File: config.mk
export PLATFORM = sky130hd
export DESIGN_NAME = rbm_sequencer
export DESIGN_NICKNAME = d
export VERILOG_FILES = /design/src/rtl/rbm_sequencer.sv
export SDC_FILE = /design/constraint.sdc
export NUM_CORES = 2
export LEC_CHECK = 0
export ABC_AREA = 1
export CAP_MARGIN = 25
export CORE_ASPECT_RATIO = 1.2
export CORE_MARGIN = 4
export CORE_UTILIZATION = 38
export DETAILED_ROUTE_END_ITERATION = 8
export PLACE_DENSITY_LB_ADDON = 0.1
export SKIP_CTS_REPAIR_TIMING = 1
export SLEW_MARGIN = 20
export SYNTH_ARGS = -nofsm -noshare
export SYNTH_HDL_FRONTEND = slang
export SYNTH_SLANG_ARGS = --single-unit
File: constraint.sdc
create_clock -name clock -period 40.8 [get_ports clock]
set_clock_uncertainty 0.15 [all_clocks]
set_input_delay 4.08 -clock clock [delete_from_list [all_inputs] [get_ports clock]]
set_output_delay 4.08 -clock clock [all_outputs]
set_load 0.02 [all_outputs]
File: src/rtl/rbm_sequencer.sv
`default_nettype none
// ============================================================================
//  Module   : rbm_sequencer
//  Purpose  : Cycle-level controller for the RBM inference datapath. Walks
//             hidden neurons (visible terms, bias, capture), then output
//             classes (hidden terms, bias, spike accumulation), repeats for
//             N_ITER iterations, then picks the class with the most spikes.
//  Revision : 1.0 - initial release
// ============================================================================
module rbm_sequencer #(
    parameter int N_VIS  = 784,
    parameter int N_HID  = 441,
    parameter int N_CLS  = 10,
    parameter int N_ITER = 30,
    parameter int VIS_AW = 10,
    parameter int HID_AW = 9,
    parameter int CLS_AW = 4,
    parameter int CNT_W  = 5
) (
    input  logic                     clock,
    input  logic                     reset,
    input  logic                     start,
    output logic                     busy,
    output logic                     done,
    output logic [VIS_AW-1:0]        vis_addr,
    output logic [HID_AW-1:0]        hid_addr,
    output logic [CLS_AW-1:0]        cls_addr,
    output logic                     sel_bias,
    input  logic                     pixel_in,
    output logic                     pixel,
    output logic                     enable_hidden,
    output logic                     enable_classi,
    input  logic                     hidden_in,
    output logic                     hidden_pixel,
    input  logic                     spike_in,
    output logic [N_CLS*CNT_W-1:0]   class_count,
    output logic [CLS_AW-1:0]        result
);

    localparam int ITW = $clog2(N_ITER + 1);

    localparam logic [3:0] S_IDLE   = 4'd0;
    localparam logic [3:0] S_H_TERM = 4'd1;
    localparam logic [3:0] S_H_BIAS = 4'd2;
    localparam logic [3:0] S_H_CAPT = 4'd3;
    localparam logic [3:0] S_C_TERM = 4'd4;
    localparam logic [3:0] S_C_BIAS = 4'd5;
    localparam logic [3:0] S_C_CAPT = 4'd6;
    localparam logic [3:0] S_ARGMAX = 4'd7;
    localparam logic [3:0] S_DONE   = 4'd8;

    logic [3:0]               r_state;
    logic [3:0]               w_next;
    logic [VIS_AW-1:0]        r_vis;
    logic [HID_AW-1:0]        r_hid;
    logic [CLS_AW-1:0]        r_cls;
    logic [ITW-1:0]           r_iter;
    logic [CLS_AW-1:0]        r_scan;
    logic [CNT_W-1:0]         r_best_val;
    logic [CLS_AW-1:0]        r_best_idx;
    logic [N_HID-1:0]         r_hid_store;
    logic [N_CLS*CNT_W-1:0]   r_count;

    logic                     w_vis_last;
    logic                     w_hid_last;
    logic                     w_cls_last;
    logic                     w_iter_last;
    logic                     w_scan_last;
    logic                     w_hid_bit;
    logic [CNT_W-1:0]         w_scan_cnt;

    assign w_vis_last  = (r_vis  == VIS_AW'(N_VIS - 1));
    assign w_hid_last  = (r_hid  == HID_AW'(N_HID - 1));
    assign w_cls_last  = (r_cls  == CLS_AW'(N_CLS - 1));
    assign w_iter_last = (r_iter == ITW'(N_ITER - 1));
    assign w_scan_last = (r_scan == CLS_AW'(N_CLS - 1));

    // Read the stored hidden bit by compare-select so the bias address
    // (one past the last neuron) never indexes out of range.
    always_comb begin
        w_hid_bit = 1'b0;
        for (int k = 0; k < N_HID; k++) begin
            if (r_hid == HID_AW'(k)) begin
                w_hid_bit = r_hid_store[k];
            end
        end
    end

    // Count of the class currently examined by the argmax scan.
    always_comb begin
        w_scan_cnt = '0;
        for (int k = 0; k < N_CLS; k++) begin
            if (r_scan == CLS_AW'(k)) begin
                w_scan_cnt = r_count[k*CNT_W +: CNT_W];
            end
        end
    end

    // State register.
    always_ff @(posedge clock or posedge reset) begin
        if (reset) begin
            r_state <= S_IDLE;
        end else begin
            r_state <= w_next;
        end
    end

    // Next-state logic.
    always_comb begin
        w_next = r_state;
        case (r_state)
            S_IDLE:   if (start) w_next = S_H_TERM;
            S_H_TERM: if (w_vis_last) w_next = S_H_BIAS;
            S_H_BIAS: w_next = S_H_CAPT;
            S_H_CAPT: w_next = w_hid_last ? S_C_TERM : S_H_TERM;
            S_C_TERM: if (w_hid_last) w_next = S_C_BIAS;
            S_C_BIAS: w_next = S_C_CAPT;
            S_C_CAPT: begin
                if (!w_cls_last)      w_next = S_C_TERM;
                else if (w_iter_last) w_next = S_ARGMAX;
                else                  w_next = S_H_TERM;
            end
            S_ARGMAX: if (w_scan_last) w_next = S_DONE;
            S_DONE:   w_next = S_IDLE;
            default:  w_next = S_IDLE;
        endcase
    end

    // Output decode; addresses and results come straight from registers.
    always_comb begin
        busy          = (r_state != S_IDLE) && (r_state != S_DONE);
        done          = (r_state == S_DONE);
        sel_bias      = (r_state == S_H_BIAS) || (r_state == S_C_BIAS);
        enable_hidden = (r_state == S_H_TERM) || (r_state == S_H_BIAS) || (r_state == S_H_CAPT);
        enable_classi = (r_state == S_C_TERM) || (r_state == S_C_BIAS) || (r_state == S_C_CAPT);
        pixel         = 1'b0;
        hidden_pixel  = 1'b0;
        if (r_state == S_H_TERM) pixel = pixel_in;
        if (r_state == S_H_BIAS) pixel = 1'b1;
        if (r_state == S_C_TERM) hidden_pixel = w_hid_bit;
        if (r_state == S_C_BIAS) hidden_pixel = 1'b1;
        vis_addr      = r_vis;
        hid_addr      = r_hid;
        cls_addr      = r_cls;
        class_count   = r_count;
        result        = r_best_idx;
    end

    // Address walking, hidden store, spike counters and argmax scan.
    // Counts and result are cleared only on an accepted start so they
    // remain readable in IDLE after done.
    always_ff @(posedge clock or posedge reset) begin
        if (reset) begin
            r_vis       <= '0;
            r_hid       <= '0;
            r_cls       <= '0;
            r_iter      <= '0;
            r_scan      <= '0;
            r_best_val  <= '0;
            r_best_idx  <= '0;
            r_hid_store <= '0;
            r_count     <= '0;
        end else begin
            case (r_state)
                S_IDLE: begin
                    if (start) begin
                        r_vis      <= '0;
                        r_hid      <= '0;
                        r_cls      <= '0;
                        r_iter     <= '0;
                        r_scan     <= '0;
                        r_best_val <= '0;
                        r_best_idx <= '0;
                        r_count    <= '0;
                    end
                end
                S_H_TERM: begin
                    r_vis <= r_vis + VIS_AW'(1);
                end
                S_H_CAPT: begin
                    for (int k = 0; k < N_HID; k++) begin
                        if (r_hid == HID_AW'(k)) begin
                            r_hid_store[k] <= hidden_in;
                        end
                    end
                    r_vis <= '0;
                    if (w_hid_last) begin
                        r_hid <= '0;
                        r_cls <= '0;
                    end else begin
                        r_hid <= r_hid + HID_AW'(1);
                    end
                end
                S_C_TERM: begin
                    r_hid <= r_hid + HID_AW'(1);
                end
                S_C_CAPT: begin
                    for (int k = 0; k < N_CLS; k++) begin
                        if (r_cls == CLS_AW'(k)) begin
                            r_count[k*CNT_W +: CNT_W] <= r_count[k*CNT_W +: CNT_W] + CNT_W'(spike_in);
                        end
                    end
                    r_hid <= '0;
                    if (w_cls_last) begin
                        r_cls  <= '0;
                        r_vis  <= '0;
                        r_iter <= r_iter + ITW'(1);
                        if (w_iter_last) begin
                            r_scan     <= '0;
                            r_best_val <= '0;
                            r_best_idx <= '0;
                        end
                    end else begin
                        r_cls <= r_cls + CLS_AW'(1);
                    end
                end
                S_ARGMAX: begin
                    // Strict compare keeps the lowest index on ties.
                    if (w_scan_cnt > r_best_val) begin
                        r_best_val <= w_scan_cnt;
                        r_best_idx <= r_scan;
                    end
                    r_scan <= r_scan + CLS_AW'(1);
                end
                default: begin
                end
            endcase
        end
    end

endmodule
`default_nettype wire

==> impl_metrics.toml <==
[outcome]
status = "complete, no violations"

[grt]
antenna_found_initial = 0
grt_remaining_overflow = 0
grt_max_degree = 240
grt_first_pass_wirelength_um = 156000
grt_pass1_vias = 27511
gr-usage-all-layers = 0.230

[clock_tree]
cts_buffer_depth = 3
h-tree-depth = 3
clock_latency_ns = 0.62
clkSinkCount = 536
cts_tree = "done"
clk_pin_slew_worst_paths_ns = 0.06
cts_buffers = 66
cts_root_buf = "clkbuf_16"

[detailed_routing]
routed_wl_um = 99000
drt-initial-drc-count = 2111
via_per_inst = 5.11
first_pass_iters = 7
drc = 0
antenna_left = 0
wl_per_cell_um = 17.6
num_vias = 28666

[timing]
min_period_ns = 33.95
relSlewSlack = 0.257
worst_slew_pin_slew_ns = 1.11
rsz0062_at_grt = "no"
drv_slew = 0
fin_crit_sh = 0.832
setup-tns-final_ns = 0
setup_viol = 0
hold_violations = 0
fmax_mhz = 29.5

[critical_path]
slowest_stage = "clkdlybuf4s50_1"
arrival_ns = 29.72
cp-start-kind = "register"
crit_fanout = 9
path_class = "reg2out"
crit_top_cell = "nand2_1"
required_ns = 36.57
crit_path_end_kind = "primary output"
worst_path_largest_cell_delay_ns = 0.54

[yosys]
netlist.top_cell.by_area = "dfrtp_1"
synth_edf_count = 0
synth_fa_ha_area_frac = 0.0149
synth_compound_area_frac = 0.169
async_reset_ff_frac = 1.00
yosysMostFrequentCell = "nand2_1"
synth_top_area_frac = 0.432
yosys-top-cells-area = "dfrtp_1 43%, nand2_1 13%, inv_1 7.7%, nor2_1 7.1%, o21ai_0 5.7%"
synth_area_um2 = 31100
synth_cells = 4502
synth_cell_types = 48
synth-xor-area-share = 0.000282
synth_area_per_cell_um2 = 6.90
synthSimpleGateAreaFrac = 0.270
ys_seq_area_frac = 0.432
syn-num-nets = 4545
muxShareOfSynthArea = 0.00648
synth_top_family_by_area = "simple AND/OR/NAND/NOR gates"
ys_seq_elements = 536
yosysWarnings = 0
synthTopCellsByCount = "1,101 x nand2_1, 641 x inv_1, 585 x nor2_1"
synthFlopType = "dfrtp_1"

[placed_design]
hpwl_um = 61800
port-buffer-count = 89
gp_congestion = 0.836

[power]
switchingPower_uw = 662
vdd_ir_drop_max_mv = 0.0420
finalPower_mw = 1.74
p_int_mw = 1.07
pwr-share-seq = 0.318
leakage_nw = 15.2
pwr-share-clk = 0.346
pwr-share-comb = 0.337
p_sw_frac = 0.381
powerDensity_nw_per_um2 = 49.3

[floorplan]
start_util = 0.384
num_rows = 114
die_y_um = 321
io-pin-count = 90
core_um2 = 80900
die_area_um2 = 86400
die_w_um = 269

[flow_run]
maxCapViolCount = 0

[min_path]
hold_class = "reg2reg"

[finish]
drive_gt1_frac = 0.0602
fill_cells = 8416
final_nets = 4562
area_growth_pct = 13.4
diodes = 0
-- sequential cells by signal, summed over array words and instances (netlist names) --
name and flops:
r_hid_store 441, r_scan 4, r_iter 5, class_count 50
vis_addr 10, r_best_val 5, cls_addr 4, r_state 4
result 4, hid_addr 9
-- cell type report --
| type | count | area [µm²] | share of cell area |
|---|---|---|---|
| clock buffer | 100 | 1950 | 0.0553 |
| clock inverter | 17 | 223 | 0.00632 |
| inverter | 688 | 2600 | 0.0738 |
| multi-input combinational | 3078 | 14300 | 0.407 |
| sequential | 536 | 13400 | 0.381 |
| tap | 1044 | 1310 | 0.0371 |
| timing repair buffer | 149 | 1410 | 0.0401 |
-- final timing paths --
| path | from | end | slack [ns] | depth (start not counted) |
|---|---|---|---|---|
| max in group asynchronous | reset | r_hid_store[200] | 34.39 | 5 |
| max reg2reg | r_scan[0] | result[0] | 36.39 | 21 |
| max | hid_addr[1] | hidden_pixel | 6.85 | 469 |
| min in group asynchronous | reset | r_hid_store[336] | 3.76 | 2 |
| min | r_hid_store[340] | r_hid_store[340] | 0.32 | 2 |
| min reg2reg | r_hid_store[340] | r_hid_store[340] | 0.32 | 2 |
-- per-layer routing --
| metal | vias up | wire length (µm) | share of wire | track usage |
|---|---|---|---|---|
| li1 | 14480 | - | - | - |
| met1 | 13405 | 44900 | 0.45 | 0.308 |
| met2 | 644 | 46300 | 0.47 | 0.386 |
| met3 | 137 | 5300 | 0.054 | 0.0369 |
| met4 | 0 | 2380 | 0.024 | 0.0652 |
| met5 | - | 0 | 0 | 0 |
-- cells by family after synthesis --
logic type      after synthesis
compound gates              955
xor+xnor                      1
fa+ha+maj                    37
buf+inv                     888
flops                       536
mux                          20
simple gates               2065
-- worst max-delay path, delay by kind of cell, from the launching register on --
family	cells	cell delay [ns]
buf+inv	4	1.10
simple gates	464	27.18
fa+ha+maj	1	0.23
flops	1	0.43
-- power by group through the flow --
stage / clock network (mW) / registers (mW) / logic, mW
floorplan: 0 / 0.562 / 0.415
global placement: 0 / 0.561 / 0.586
detailed placement: 0 / 0.561 / 0.586
CTS: 0.617 / 0.551 / 0.588
global route: 0.638 / 0.553 / 0.675
finish: 0.600 / 0.552 / 0.585
-- cell usage in the layout (no fill, tap or decap), types with 7 or more instances in the layout --
cell and instances:
clkinv_1 13, inv_6 7, ha_1 37, a31oi_1 161, nand2_1 1101, clkbuf_8 17
o21a_1 19, clkbuf_16 66, o31ai_1 24, inv_1 639, buf_4 54, inv_2 33
clkdlybuf4s50_1 88, clkbuf_1 17, nand3_1 204, nand4_1 17, or2_2 57, o21ai_0 354
o22ai_1 46, mux2i_1 19, nor3_1 75, dfrtp_1 536, a21oi_1 318, nor2_1 584
-- metrics by stage --
step	util	hold slack [ns]	setup slack, ns	instances	cell area [µm²]
3_5_place_dp	0.408	0.305	7.29	5492	33000
4_1_cts	0.435	0.319	6.52	5609	35200
2_1_floorplan	-	0.287	13.47	4502	31100
3_3_place_gp	0.408	0.303	7.33	5492	33000
6_report	0.436	0.315	6.85	5612	35200
5_1_grt	0.436	0.350	1.36	5612	35200
(Power assumes the default switching activity.)
